`config.mk`:
```
export PLATFORM = sky130hd
export DESIGN_NAME = dualrail_token_sender
export DESIGN_NICKNAME = d
export VERILOG_FILES = /design/src/rtl/dualrail_token_sender.sv
export SDC_FILE = /design/constraint.sdc
export NUM_CORES = 1
export LEC_CHECK = 0
export CORE_ASPECT_RATIO = 0.8
export CORE_UTILIZATION = 50
export CTS_CLUSTER_DIAMETER = 200
export DETAILED_ROUTE_END_ITERATION = 6
export GPL_ROUTABILITY_DRIVEN = 0
export PLACE_DENSITY = 0.7
export SLEW_MARGIN = 20
export SYNTH_ARGS = -nofsm -noshare
export SYNTH_HDL_FRONTEND = slang
export SYNTH_SLANG_ARGS = --single-unit
```
`constraint.sdc`:
```
create_clock -name clk -period 2.85 [get_ports clk]
set_input_delay 0.57 -clock clk [delete_from_list [all_inputs] [get_ports clk]]
set_output_delay 0.57 -clock clk [all_outputs]
set_load 0.005 [all_outputs]
```
`src/rtl/dualrail_token_sender.sv`:
```
// Dual-rail four-phase token sender.
// Encodes one logical bit per token onto a 0/1 rail pair and waits for the
// even-zeroes stage to answer on its parity rails. It then returns the rails
// to zero and presents the captured parity downstream.
// The parity rails are asynchronous. Only their synchronized copies drive decisions.
module dualrail_token_sender #(
    parameter int SYNC_STAGES = 2,
    parameter int TIMEOUT     = 255
) (
    input  logic        clk,
    input  logic        rst,
    input  logic        in_valid,
    output logic        in_ready,
    input  logic        in_bit,
    output logic        bit0,
    output logic        bit1,
    input  logic        parity0,
    input  logic        parity1,
    output logic        out_valid,
    input  logic        out_ready,
    output logic        out_parity,
    output logic [15:0] token_count,
    output logic        err
);

    typedef enum logic [2:0] {
        IDLE,
        DRIVE,
        RTZ,
        RESULT,
        ERROR
    } state_t;

    // Wait counter value on the edge where it would reach TIMEOUT
    localparam logic [15:0] TIMEOUT_LAST = 16'(TIMEOUT - 1);

    state_t      state_reg;
    logic        bit_reg;
    logic        bit0_reg;
    logic        bit1_reg;
    logic        in_ready_reg;
    logic        out_valid_reg;
    logic        out_parity_reg;
    logic [15:0] token_count_reg;
    logic        err_reg;
    logic [15:0] wait_cnt_reg;

    logic [SYNC_STAGES-1:0] p0_sync_reg;
    logic [SYNC_STAGES-1:0] p1_sync_reg;
    logic                   p0s;
    logic                   p1s;

    // Parity synchronizer chains, one flop per stage
    generate
        for (genvar gi = 0; gi < SYNC_STAGES; gi++) begin : g_sync
            if (gi == 0) begin : g_first
                // First stage samples the raw asynchronous rails
                always_ff @(posedge clk) begin
                    if (rst) begin
                        p0_sync_reg[gi] <= 1'b0;
                        p1_sync_reg[gi] <= 1'b0;
                    end else begin
                        p0_sync_reg[gi] <= parity0;
                        p1_sync_reg[gi] <= parity1;
                    end
                end
            end else begin : g_next
                // Later stages shift the previous stage forward
                always_ff @(posedge clk) begin
                    if (rst) begin
                        p0_sync_reg[gi] <= 1'b0;
                        p1_sync_reg[gi] <= 1'b0;
                    end else begin
                        p0_sync_reg[gi] <= p0_sync_reg[gi-1];
                        p1_sync_reg[gi] <= p1_sync_reg[gi-1];
                    end
                end
            end
        end
    endgenerate

    assign p0s = p0_sync_reg[SYNC_STAGES-1];
    assign p1s = p1_sync_reg[SYNC_STAGES-1];

    // Handshake FSM. The rails are a registered image of the current state,
    // so they lag every state change by one cycle and never both go high.
    always_ff @(posedge clk) begin
        if (rst) begin
            state_reg       <= IDLE;
            bit_reg         <= 1'b0;
            bit0_reg        <= 1'b0;
            bit1_reg        <= 1'b0;
            in_ready_reg    <= 1'b1;
            out_valid_reg   <= 1'b0;
            out_parity_reg  <= 1'b0;
            token_count_reg <= 16'd0;
            err_reg         <= 1'b0;
            wait_cnt_reg    <= 16'd0;
        end else begin
            bit1_reg <= (state_reg == DRIVE) &  bit_reg;
            bit0_reg <= (state_reg == DRIVE) & ~bit_reg;

            case (state_reg)
                IDLE: begin
                    if (in_valid) begin
                        bit_reg      <= in_bit;
                        wait_cnt_reg <= 16'd0;
                        in_ready_reg <= 1'b0;
                        state_reg    <= DRIVE;
                    end
                end

                DRIVE: begin
                    if (p0s && p1s) begin
                        err_reg   <= 1'b1;
                        state_reg <= ERROR;
                    end else if (p0s ^ p1s) begin
                        out_parity_reg <= p1s;
                        wait_cnt_reg   <= 16'd0;
                        state_reg      <= RTZ;
                    end else if (wait_cnt_reg == TIMEOUT_LAST) begin
                        err_reg   <= 1'b1;
                        state_reg <= ERROR;
                    end else begin
                        wait_cnt_reg <= wait_cnt_reg + 16'd1;
                    end
                end

                RTZ: begin
                    if (p0s && p1s) begin
                        err_reg   <= 1'b1;
                        state_reg <= ERROR;
                    end else if (!p0s && !p1s) begin
                        // Counter wraps silently at 16 bits
                        token_count_reg <= token_count_reg + 16'd1;
                        out_valid_reg   <= 1'b1;
                        state_reg       <= RESULT;
                    end else if (wait_cnt_reg == TIMEOUT_LAST) begin
                        err_reg   <= 1'b1;
                        state_reg <= ERROR;
                    end else begin
                        wait_cnt_reg <= wait_cnt_reg + 16'd1;
                    end
                end

                RESULT: begin
                    if (out_ready) begin
                        out_valid_reg <= 1'b0;
                        in_ready_reg  <= 1'b1;
                        state_reg     <= IDLE;
                    end
                end

                ERROR: begin
                    // Terminal until reset
                    in_ready_reg  <= 1'b0;
                    out_valid_reg <= 1'b0;
                end

                default: begin
                    err_reg       <= 1'b1;
                    in_ready_reg  <= 1'b0;
                    out_valid_reg <= 1'b0;
                    state_reg     <= ERROR;
                end
            endcase
        end
    end

    assign in_ready    = in_ready_reg;
    assign bit0        = bit0_reg;
    assign bit1        = bit1_reg;
    assign out_valid   = out_valid_reg;
    assign out_parity  = out_parity_reg;
    assign token_count = token_count_reg;
    assign err         = err_reg;

endmodule

```
==> impl_metrics.tcl <==
set metrics [dict create \
    wl_per_cell_um 12.8 \
    min_period_over_period 0.725 \
    ys_warn_count 0 \
    fin_crit_ps 2070 \
    cts_tree "yes" \
    synth.most_common_cell "dfxtp_1" \
    hold_violations 0 \
    synth_seq_area_share 0.405 \
    met3_length_um 181 \
    antennaDiodeCount 0 \
    critPathArrivalTime_ps 2260 \
    grt_max_degree 34 \
    synthArstFlopShare 0 \
    cts_max_path_buffers 2 \
    grt_setup_unrepaired "no" \
    rrSetupSlack_ps 780 \
    cts_hold_buf 0 \
    muxShareOfSynthArea 0.0220 \
    synth_area_um2 2280 \
    grt_pass1_vias 1651 \
    r2r-end "wait_cnt_reg[10]" \
    holdPathEnd "p0s" \
    nets 292 \
    rr_worst_depth 7 \
    synthSimpleGateAreaFrac 0.297 \
    power_density_nw_per_um2 475 \
    dr.first_iter.drc_count 79 \
    holdPathStages 1 \
    route.met2.wl_um 1870 \
    worstHoldStart "p0_sync_reg[0]" \
    postSynthAreaPerCell_um2 8.93 \
    ir_drop_uv 289 \
    synth.ff_latch_count 46 \
    vias_per_cell 5.46 \
    wirelength_um 4310 \
    fp.dieH_um 62.3 \
    drive_gt1_frac 0.0643 \
    synth_top_area_frac 0.405 \
    dr.max_layer_used "met4" \
    tns_ps 0 \
    cts.clk_slew.worst_paths_ps 80 \
    synth_compound_area_frac 0.114 \
    postSynthCellCount 255 \
    pin_count 29 \
    synth_xor_area_frac 0.0847 \
    grt_pass1_wl_um 7640 \
    ant_nets 0 \
    clk_latency_ps 300 \
    finalSetupViolations 0 \
    ys.flop_type "dfxtp_1" \
    drc 0 \
    cts_made_buffers 5 \
    crit_path_end_kind "flop" \
    tightest_slew_ps 561 \
    dr.pass1.iters 4 \
    synth_top_family_by_area "simple AND/OR/NAND/NOR gates" \
    wl_met1_um 2230 \
    track_usage 0.198 \
    startpoint_type "flop" \
    drv_cap 0 \
    grt_overflow 0 \
    status "complete, no violations" \
    fmax_ghz 0.484 \
    core.rowCount 21 \
    crit_fanout 7 \
    synthAdderAreaFrac 0.0330 \
    yosys.area.top_type "dfxtp_1" \
    power_mw 1.26 \
    antenna_found_initial 0 \
    synth_edf_count 0 \
    area_growth_pct 16.8 \
    place.port_buffers 28 \
    r2r-start "p1s" \
    slew_headroom 0.626 \
    synthTopCellsByArea "dfxtp_1 (40%), nor2_1 (5.6%), xor2_1 (5.0%)" \
    ctsResizeCount 0 \
    dp_hpwl_um 3060 \
    synthesis.nets 268 \
    crit_type "flop to flop" \
    cts.sinks 46 \
    synth_top_cells_by_count "dfxtp_1 (46), nor2_1 (34), nand2_1 (17)" \
    cts_setup_buffers 0 \
    die_w_um 77.4 \
    dieArea_um2 4830 \
    initial_core_util 0.531 \
    power_leakage_nw 0.962 \
    root_buffer "clkbuf_8" \
    slew_viol_final 0 \
    hold_class "flop to flop" \
    fin_skew_ps 3.59 \
    cts.htree.levels 2 \
    cp_data_required_time_ps 3040 \
    core_area_um2 4280 \
    routed-via-count 1840 \
    ys_types 51 \
]
-- critical path, cell delays in order, from the launching register on --
cell     delay [ps]
dfxtp_1         360
inv_1            70
ha_1            250
nor4b_4         470
nand3_1         250
a21oi_4         280
nand4_1         150
mux2i_1         140
-- routing by layer --
| metal | track usage | vias to the layer above |
|---|---|---|
| met1 | 0.268 | 850 |
| met3 | 0.0574 | 5 |
| met5 | 0 | - |
| met4 | 0.0495 | 0 |
| met2 | 0.306 | 38 |
| li1 | - | 947 |
-- stage by stage --
step / std cells / instance area [um2] / setup slack (ps) / hold WS [ps] / util
final: 337 / 2660 / 783 / 438 / 0.621
after global routing: 337 / 2660 / 547 / 455 / 0.621
after CTS: 337 / 2660 / 793 / 444 / 0.621
after detailed placement: 329 / 2570 / 566 / 425 / 0.599
after global placement: 329 / 2570 / 595 / 416 / 0.599
after floorplan: 255 / 2280 / 1030 / 412 / -
-- logic make-up (layout without fill, tap and decap cells) --
| family | Yosys count | after routing |
|---|---|---|
| buffers and inverters | 21 | 46 |
| muxes | 5 | 5 |
| AOI/OAI and AO/OA | 37 | 37 |
| xor gates and xnor gates | 22 | 22 |
| and+or+nand+nor | 118 | 118 |
| adders and majority gates | 6 | 6 |
| DFF | 46 | 46 |
-- worst max-delay path by stage --
| stage | startpoint | endpoint | slack [ps] | depth (start not counted) |
|---|---|---|---|---|
| floorplan | p0s | wait_cnt_reg[10] | 1030 | 7 |
| global placement | in_valid | wait_cnt_reg[10] | 600 | 6 |
| detailed placement | in_valid | wait_cnt_reg[15] | 570 | 6 |
| CTS | p1s | wait_cnt_reg[10] | 790 | 7 |
| global route | state_reg[1] | token_count[12] | 550 | 5 |
| finish | p1s | wait_cnt_reg[10] | 780 | 7 |
-- power by group --
group          internal (mW)  switching [mW]
logic                 0.0782          0.0835
registers              0.664          0.0279
clock network          0.196           0.214
total                  0.938           0.325
-- area by class of cell --
type | instances | area (um2)
multi-input cells | 188 | 1250
repair buffers | 29 | 288
well taps | 57 | 71.3
inverters | 9 | 33.8
flip-flops and latches | 46 | 921
clock buffers | 7 | 86.3
clock inverters | 1 | 5.00
fillers | 379 | 1620
-- layout by cell type, fill, tap and decap left out, types with 7 or more instances in the layout --
cell type,count
dfxtp_1,46
nor2_1,34
clkdlybuf4s50_1,28
nand2_1,17
xor2_1,13
nand4_1,10
inv_1,9
nand3_1,9
xnor2_1,9
o21ai_0,9
nor3_1,9
a21oi_1,7
(Power assumes the default switching activity.)
